`src/rtl/bus_cycle_ctrl.sv`:
```
// Bus cycle controller for a multiplexed address/data bus: sequences the
// IDLE -> T1 -> T2 -> (TW)* -> T3 -> IDLE cycle with registered bus strobes.
module bus_cycle_ctrl #(
    parameter int DATASIZE = 8,
    parameter int WAIT_MAX = 15
) (
    input  logic                clk,
    input  logic                rst_n,
    input  logic                req,
    input  logic                req_wr,
    input  logic                req_io,
    input  logic [15:0]         addr,
    input  logic [DATASIZE-1:0] wdata,
    input  logic                ready,
    input  logic [DATASIZE-1:0] ad_in,
    output logic [7:0]          a_hi,
    output logic [DATASIZE-1:0] ad_out,
    output logic                ad_oe,
    output logic                ale,
    output logic                rd_n,
    output logic                wr_n,
    output logic                io_m,
    output logic                busy,
    output logic                done,
    output logic                timeout,
    output logic [DATASIZE-1:0] rdata
);

    typedef enum logic [2:0] {
        IDLE,
        T1,
        T2,
        TW,
        T3
    } state_t;

    localparam logic [7:0] WAIT_LIMIT = 8'(WAIT_MAX);

    state_t              state_q;
    logic [7:0]          waitCnt_q;
    logic                toFlag_q;
    logic                wrLat_q;
    logic [DATASIZE-1:0] wdata_q;
    logic [7:0]          aHi_q;
    logic [DATASIZE-1:0] adOut_q;
    logic                adOe_q;
    logic                ale_q;
    logic                rdN_q;
    logic                wrN_q;
    logic                ioM_q;
    logic                busy_q;
    logic                done_q;
    logic                timeout_q;
    logic [DATASIZE-1:0] rdata_q;

    // Every output is computed for the state being entered, so each bus pin
    // comes straight from a flop and is valid for the whole T-state.
    always_ff @(posedge clk or negedge rst_n) begin
        if (!rst_n) begin
            state_q   <= IDLE;
            waitCnt_q <= '0;
            toFlag_q  <= 1'b0;
            wrLat_q   <= 1'b0;
            wdata_q   <= '0;
            aHi_q     <= '0;
            adOut_q   <= '0;
            adOe_q    <= 1'b0;
            ale_q     <= 1'b0;
            rdN_q     <= 1'b1;
            wrN_q     <= 1'b1;
            ioM_q     <= 1'b0;
            busy_q    <= 1'b0;
            done_q    <= 1'b0;
            timeout_q <= 1'b0;
            rdata_q   <= '0;
        end else begin
            done_q    <= 1'b0;
            timeout_q <= 1'b0;
            case (state_q)
                IDLE: begin
                    ale_q  <= 1'b0;
                    adOe_q <= 1'b0;
                    rdN_q  <= 1'b1;
                    wrN_q  <= 1'b1;
                    busy_q <= 1'b0;
                    if (req) begin
                        state_q   <= T1;
                        wrLat_q   <= req_wr;
                        wdata_q   <= wdata;
                        aHi_q     <= addr[15:8];
                        adOut_q   <= DATASIZE'(addr[7:0]);
                        adOe_q    <= 1'b1;
                        ale_q     <= 1'b1;
                        ioM_q     <= req_io;
                        busy_q    <= 1'b1;
                        waitCnt_q <= '0;
                        toFlag_q  <= 1'b0;
                    end
                end
                T1: begin
                    state_q <= T2;
                    ale_q   <= 1'b0;
                    if (wrLat_q) begin
                        adOut_q <= wdata_q;
                        adOe_q  <= 1'b1;
                        wrN_q   <= 1'b0;
                    end else begin
                        adOe_q  <= 1'b0;
                        rdN_q   <= 1'b0;
                    end
                end
                T2, TW: begin
                    // Strobes stay asserted; only the state and wait count move.
                    if (ready) begin
                        state_q <= T3;
                    end else if (state_q == TW && waitCnt_q == WAIT_LIMIT) begin
                        state_q  <= T3;
                        toFlag_q <= 1'b1;
                    end else begin
                        state_q   <= TW;
                        waitCnt_q <= waitCnt_q + 8'd1;
                    end
                end
                T3: begin
                    state_q   <= IDLE;
                    busy_q    <= 1'b0;
                    rdN_q     <= 1'b1;
                    wrN_q     <= 1'b1;
                    adOe_q    <= 1'b0;
                    done_q    <= 1'b1;
                    timeout_q <= toFlag_q;
                    if (!wrLat_q) begin
                        rdata_q <= ad_in;
                    end
                end
                default: begin
                    state_q <= IDLE;
                end
            endcase
        end
    end

    assign a_hi    = aHi_q;
    assign ad_out  = adOut_q;
    assign ad_oe   = adOe_q;
    assign ale     = ale_q;
    assign rd_n    = rdN_q;
    assign wr_n    = wrN_q;
    assign io_m    = ioM_q;
    assign busy    = busy_q;
    assign done    = done_q;
    assign timeout = timeout_q;
    assign rdata   = rdata_q;

endmodule

```
`config.mk`:
```
export PLATFORM = sky130hd
export DESIGN_NAME = bus_cycle_ctrl
export DESIGN_NICKNAME = d
export VERILOG_FILES = /design/src/rtl/bus_cycle_ctrl.sv
export SDC_FILE = /design/constraint.sdc
export NUM_CORES = 1
export LEC_CHECK = 0
export CORE_ASPECT_RATIO = 1.2
export CORE_MARGIN = 1.5
export CORE_UTILIZATION = 33
export CTS_BUF_LIST = sky130_fd_sc_hd__clkbuf_8
export DETAILED_ROUTE_END_ITERATION = 7
export GPL_ROUTABILITY_DRIVEN = 0
export PLACE_DENSITY = 0.64
export SLEW_MARGIN = 40
export SYNTH_ARGS = -nofsm -noshare
export SYNTH_HDL_FRONTEND = slang
export SYNTH_SLANG_ARGS = --single-unit
```
`constraint.sdc`:
```
create_clock -name clk -period 4.3 [get_ports clk]
set_input_delay 0.86 -clock clk [delete_from_list [all_inputs] [get_ports clk]]
set_output_delay 0.86 -clock clk [all_outputs]
set_load 0.01 [all_outputs]
```
# == Word-level counts from Yosys, hierarchy flattened ==
# Index checks and enable logic that the tools add are counted.
# totals
register_bits,53
in_bits,38
rom_bits,0
latchBits,0
mem_count,0
ramBits,0
elab_cells,71
out_inout_bits,32
# op_classes
reduce_logical,16
bitwise_logic,1
mux,26
addsub,1
n_eq_ne,11
div_mod_pow,0
shift,0
n_mul,0
order_cmp,0
# ops
op,n
$mux W8,5
$pmux W8 S2,2
$ne A2 B2 Y1 const B,6
$pmux W1 S2,5
$mux W1,9
$mux W3,3
$pmux W3 S3,1
$add A8 B1 Y8 const B,1
$eq A8 B4 Y1 const B,1
$reduce_and A2 Y1,4
$reduce_and A4 Y1,2
$reduce_bool A2 Y1,4
$eq A3 B2 Y1 const B,2
$reduce_or A2 Y1,2
$eq A3 B1 Y1 const B,1
$eq A3 B3 Y1 const B,1
$logic_not A3 Y1,1
$pmux W1 S3,1
$reduce_and A3 Y1,1
$reduce_bool A3 Y1,1
$logic_and A1 B1 Y1,1
$not A1 Y1,1

# == Logic depth before layout (Yosys ltp) ==
# depth
depth_word,5
mapped_depth,5
mapped_depth_nobuf,4

# == Worst setup path before layout ==
# No wires, ideal clock.
# synth_timing
kind,input-to-reg
from,input ready
to,register waitCnt_q[7]
path_slack_ns,2.268
path_stages,4
setup_ns,0.077
path_buffers,1
t_arrival_ns,1.955
t_required_ns,4.223
path_cell_list,or3b_1 -> buf_2 -> or4_1 -> a21oi_1
# synth_between
elab_chain_len,2
# synth_rtl
item,line_no,source
"start, declared",14,"input logic ready,"
$ne A2 B2 Y1 (no source line),n/a,
$reduce_and A4 Y1 (no source line),n/a,
"end signal, assigned",121,waitCnt_q <= waitCnt_q + 8'd1;
"end, declared",40,logic [7:0] waitCnt_q;
# No other way between the ends.
# A chain may end at the register's enable or synchronous reset.

# == Final worst setup path ==
# layout_timing
from,input req
to,"register adOut_q[0], in the netlist ad_out[0]"
# layout_between
elab_chain_len,2
# layout_rtl
item,line_no,source
"start, declared",9,"input logic req,"
$ne A2 B2 Y1 (no source line),n/a,
$reduce_and A3 Y1 (no source line),n/a,
"end signal, assigned",91,adOut_q <= DATASIZE'(addr[7:0]);
"end signal, assigned",104,adOut_q <= wdata_q;
"end, declared",45,logic [DATASIZE-1:0] adOut_q;
# No other way between the ends.

==> metrics <==
die height=93.4 um; Layout area overhead=38.5%; Most used DFF post-synth=dfrtp_1; Reg-to-Reg Start=state_q[0]$_DFFE_PN0P_; FP Rows=32; Hold Path Sink=a_hi[5]$_DFFE_PN0P_; Boundary Pins=70; R2R setup slack=2.17 ns; Clk pin slew, worst setup/hold paths=0.08 ns; Slew Limit Fails=0; skew final=0.00649 ns; initial antenna violation count=0; met1 WL=2110 um; CP required=4.48 ns; VDD IR max=0.235 mV; R2R Path End=ad_out[0]$_DFFE_PN0P_; Final setup viols=0; Detailed Routing Iterations Pass 1=4; critical path class=primary input to flop; ANT nets after route=0; Post-Syn Instances=212; post-DR wirelength/cell=13.1 um; worst hold path type=flop to flop; Die W=78.3 um; Core Footprint=6530 sq um; CTS sink count=53; antenna cells=0; warning count from the yosys run=0; finished layout cell area=3110 sq um; RSZ-0062 raised after global routing=false; placed cell areas=3020 sq um; number of max-cap violations=0; Synth async-reset ratio=100%; cell taking the most area after synthesis=dfrtp_1; share of layout cells above drive strength 1=11.8%; CP endpoint kind=flop; Crit Path Max Fanout=23; fin nets=318; P per Cell Area=627 nW/um^2; Critical Path Max Stage Delay=0.67 ns; WHS=0.482 ns; worst skew pair latency=0.30 ns; DP Worst Slack=1.58 ns; Cell variety after synth=40; post-CTS resize count=0; final worst setup slack=1.90 ns; worst min-delay path startpoint=a_hi[5]$_DFFE_PN0P_; top cells by area, synth=dfrtp_1 (57%), nand2_1 (11%), mux2_2 (4.0%), a21oi_2 (3.1%), dfstp_2 (2.3%); Worst Path Arrival=2.58 ns; max layer used=met4; Hold Buf Count CTS=0; DPL Wire Length=3310 um; crit-path cells=clkdlybuf4s50_1 > or4b_1 > buf_4 > o22ai_1 > a21oi_2; largest net degree at the start of global routing=54; Overall Global Routing Usage=14.1%; post-synthesis sequential area ratio=59.1%; Overflow after GRT=0; final worst path period share=55.9%; Max Fclk=416 MHz; First DRT Iteration DRCs=67; Synth top area share=56.8%; met2 WL post-DR=2360 um; Net Count, Synth=251; Max Root-Sink Buffers=2; slew margin rel.=45.8%; area of the mapped netlist=2250 sq um; first-pass GRT wire length=8140 um; critical path's slowest cell=or4b_1; synthesized area per cell=10.6 sq um; status=complete, no violations; Die Area=7320 sq um; Final min period=2.40 ns; number of synthesized flops with an enable pin=0; vias in the first global route=1781; CTS tree=done; Hold Path Depth=2; setup TNS=0 ns; post-CTS setup buffer count=0; final hold viol count=0; measured slew at the worst slew-check pin=0.802 ns; port buffer count=69; Vias/cell=4.77; CP startpoint kind=primary input; Pleak=1.42 nW; number of remaining DRC errors=0; total number of vias=1741; number of buffers inserted during clock tree synthesis=5; Seq cells post-synth=53; R2R cell count=4; clock tree root driver cell=clkbuf_8; initial core utilization=34.4%; Routed WL=4790 um; H-tree depth=2; metal3 WL=232 um
## how the worst max path moves through the flow
stage          start                       end  slack, ns  cells past startpoint
6_report         req     ad_out[0]$_DFFE_PN0P_       1.90                      5
5_1_grt          req     ad_out[2]$_DFFE_PN0P_       1.81                      5
4_1_cts          req     ad_out[0]$_DFFE_PN0P_       1.90                      5
3_5_place_dp     req     ad_out[0]$_DFFE_PN0P_       1.58                      5
3_3_place_gp     req     ad_out[6]$_DFFE_PN0P_       1.63                      5
2_1_floorplan  ready  waitCnt_q[7]$_DFFE_PN0P_       2.27                      4
## sequential cells by signal (all words and copies together) (netlist names)
name       cells
a_hi           8
ad_oe          1
ad_out         8
ale            1
busy           1
done           1
io_m           1
rd_n           1
rdata          8
state_q        3
timeout        1
toFlag_q       1
waitCnt_q      8
wdata_q        8
wrLat_q        1
wr_n           1
## stage by stage
step | utilization [%] | power [mW] | std cells
final | 47.7 | 1.95 | 365
after detailed placement | 46.3 | 1.70 | 357
after global routing | 47.7 | 2.10 | 365
after CTS | 47.7 | 1.99 | 365
after floorplan | - | 1.28 | 212
after global placement | 46.2 | 1.68 | 357
## cells in the mapped netlist, types with 2 or more instances
cell and count:
o31ai_1 3, a41oi_1 2, buf_1 2, o22ai_1 8, nand4_1 2, or4_1 2
inv_1 10, nor2_1 4, and2_1 3, dfstp_2 2, nand3_1 4, a211oi_1 2
dfrtp_1 51, a21oi_1 2, clkbuf_1 4, buf_2 5, mux2i_1 3, nand2_1 64
o21ai_0 4, mux2_2 8, a21oi_2 8
## layout by cell type (no fill, tap or decap), types with 4 or more instances in the layout
master	count
nand2_1	64
clkdlybuf4s50_1	68
nor2_1	4
clkbuf_8	6
inv_1	12
mux2_2	8
o21ai_0	4
o22ai_1	8
nand3_1	4
a21oi_2	8
dfrtp_1	51
## worst max-delay path: cells and delay by family
| kind | cells | cell delay [ns] |
|---|---|---|
| AOI/OAI and AO/OA | 2 | 0.25 |
| buffers and inverters | 2 | 0.79 |
| and+or+nand+nor | 1 | 0.67 |
## final cells by class
class | instances | area [sq um]
timing repair buffer | 72 | 708
inverter | 10 | 37.5
clock buffer | 6 | 82.6
multi-input combinational | 137 | 841
sequential | 53 | 1330
tap | 85 | 106
clock inverter | 2 | 7.51
fill | 626 | 3410
## layer usage
layer	up-vias	track usage, %
li1	851	-
met1	840	18.3
met2	42	23.0
met3	8	3.02
met4	0	5.36
met5	-	0
## logic make-up (layout without fill, tap and decap cells)
| logic type | Yosys count | in the layout | share of synthesized area [%] |
|---|---|---|---|
| simple gates | 89 | 89 | 19.0 |
| mux | 11 | 11 | 5.35 |
| flops | 53 | 53 | 59.1 |
| buf+inv | 22 | 90 | 4.12 |
| compound gates | 36 | 36 | 11.9 |
| fa+ha+maj | 1 | 1 | 0.557 |
## report_power, final
part	switching (mW)	internal [mW]
sequential	0.163	0.702
clock	0.153	0.127
combinational	0.361	0.445
total	0.678	1.27
Power figures use the tool's default switching activity.
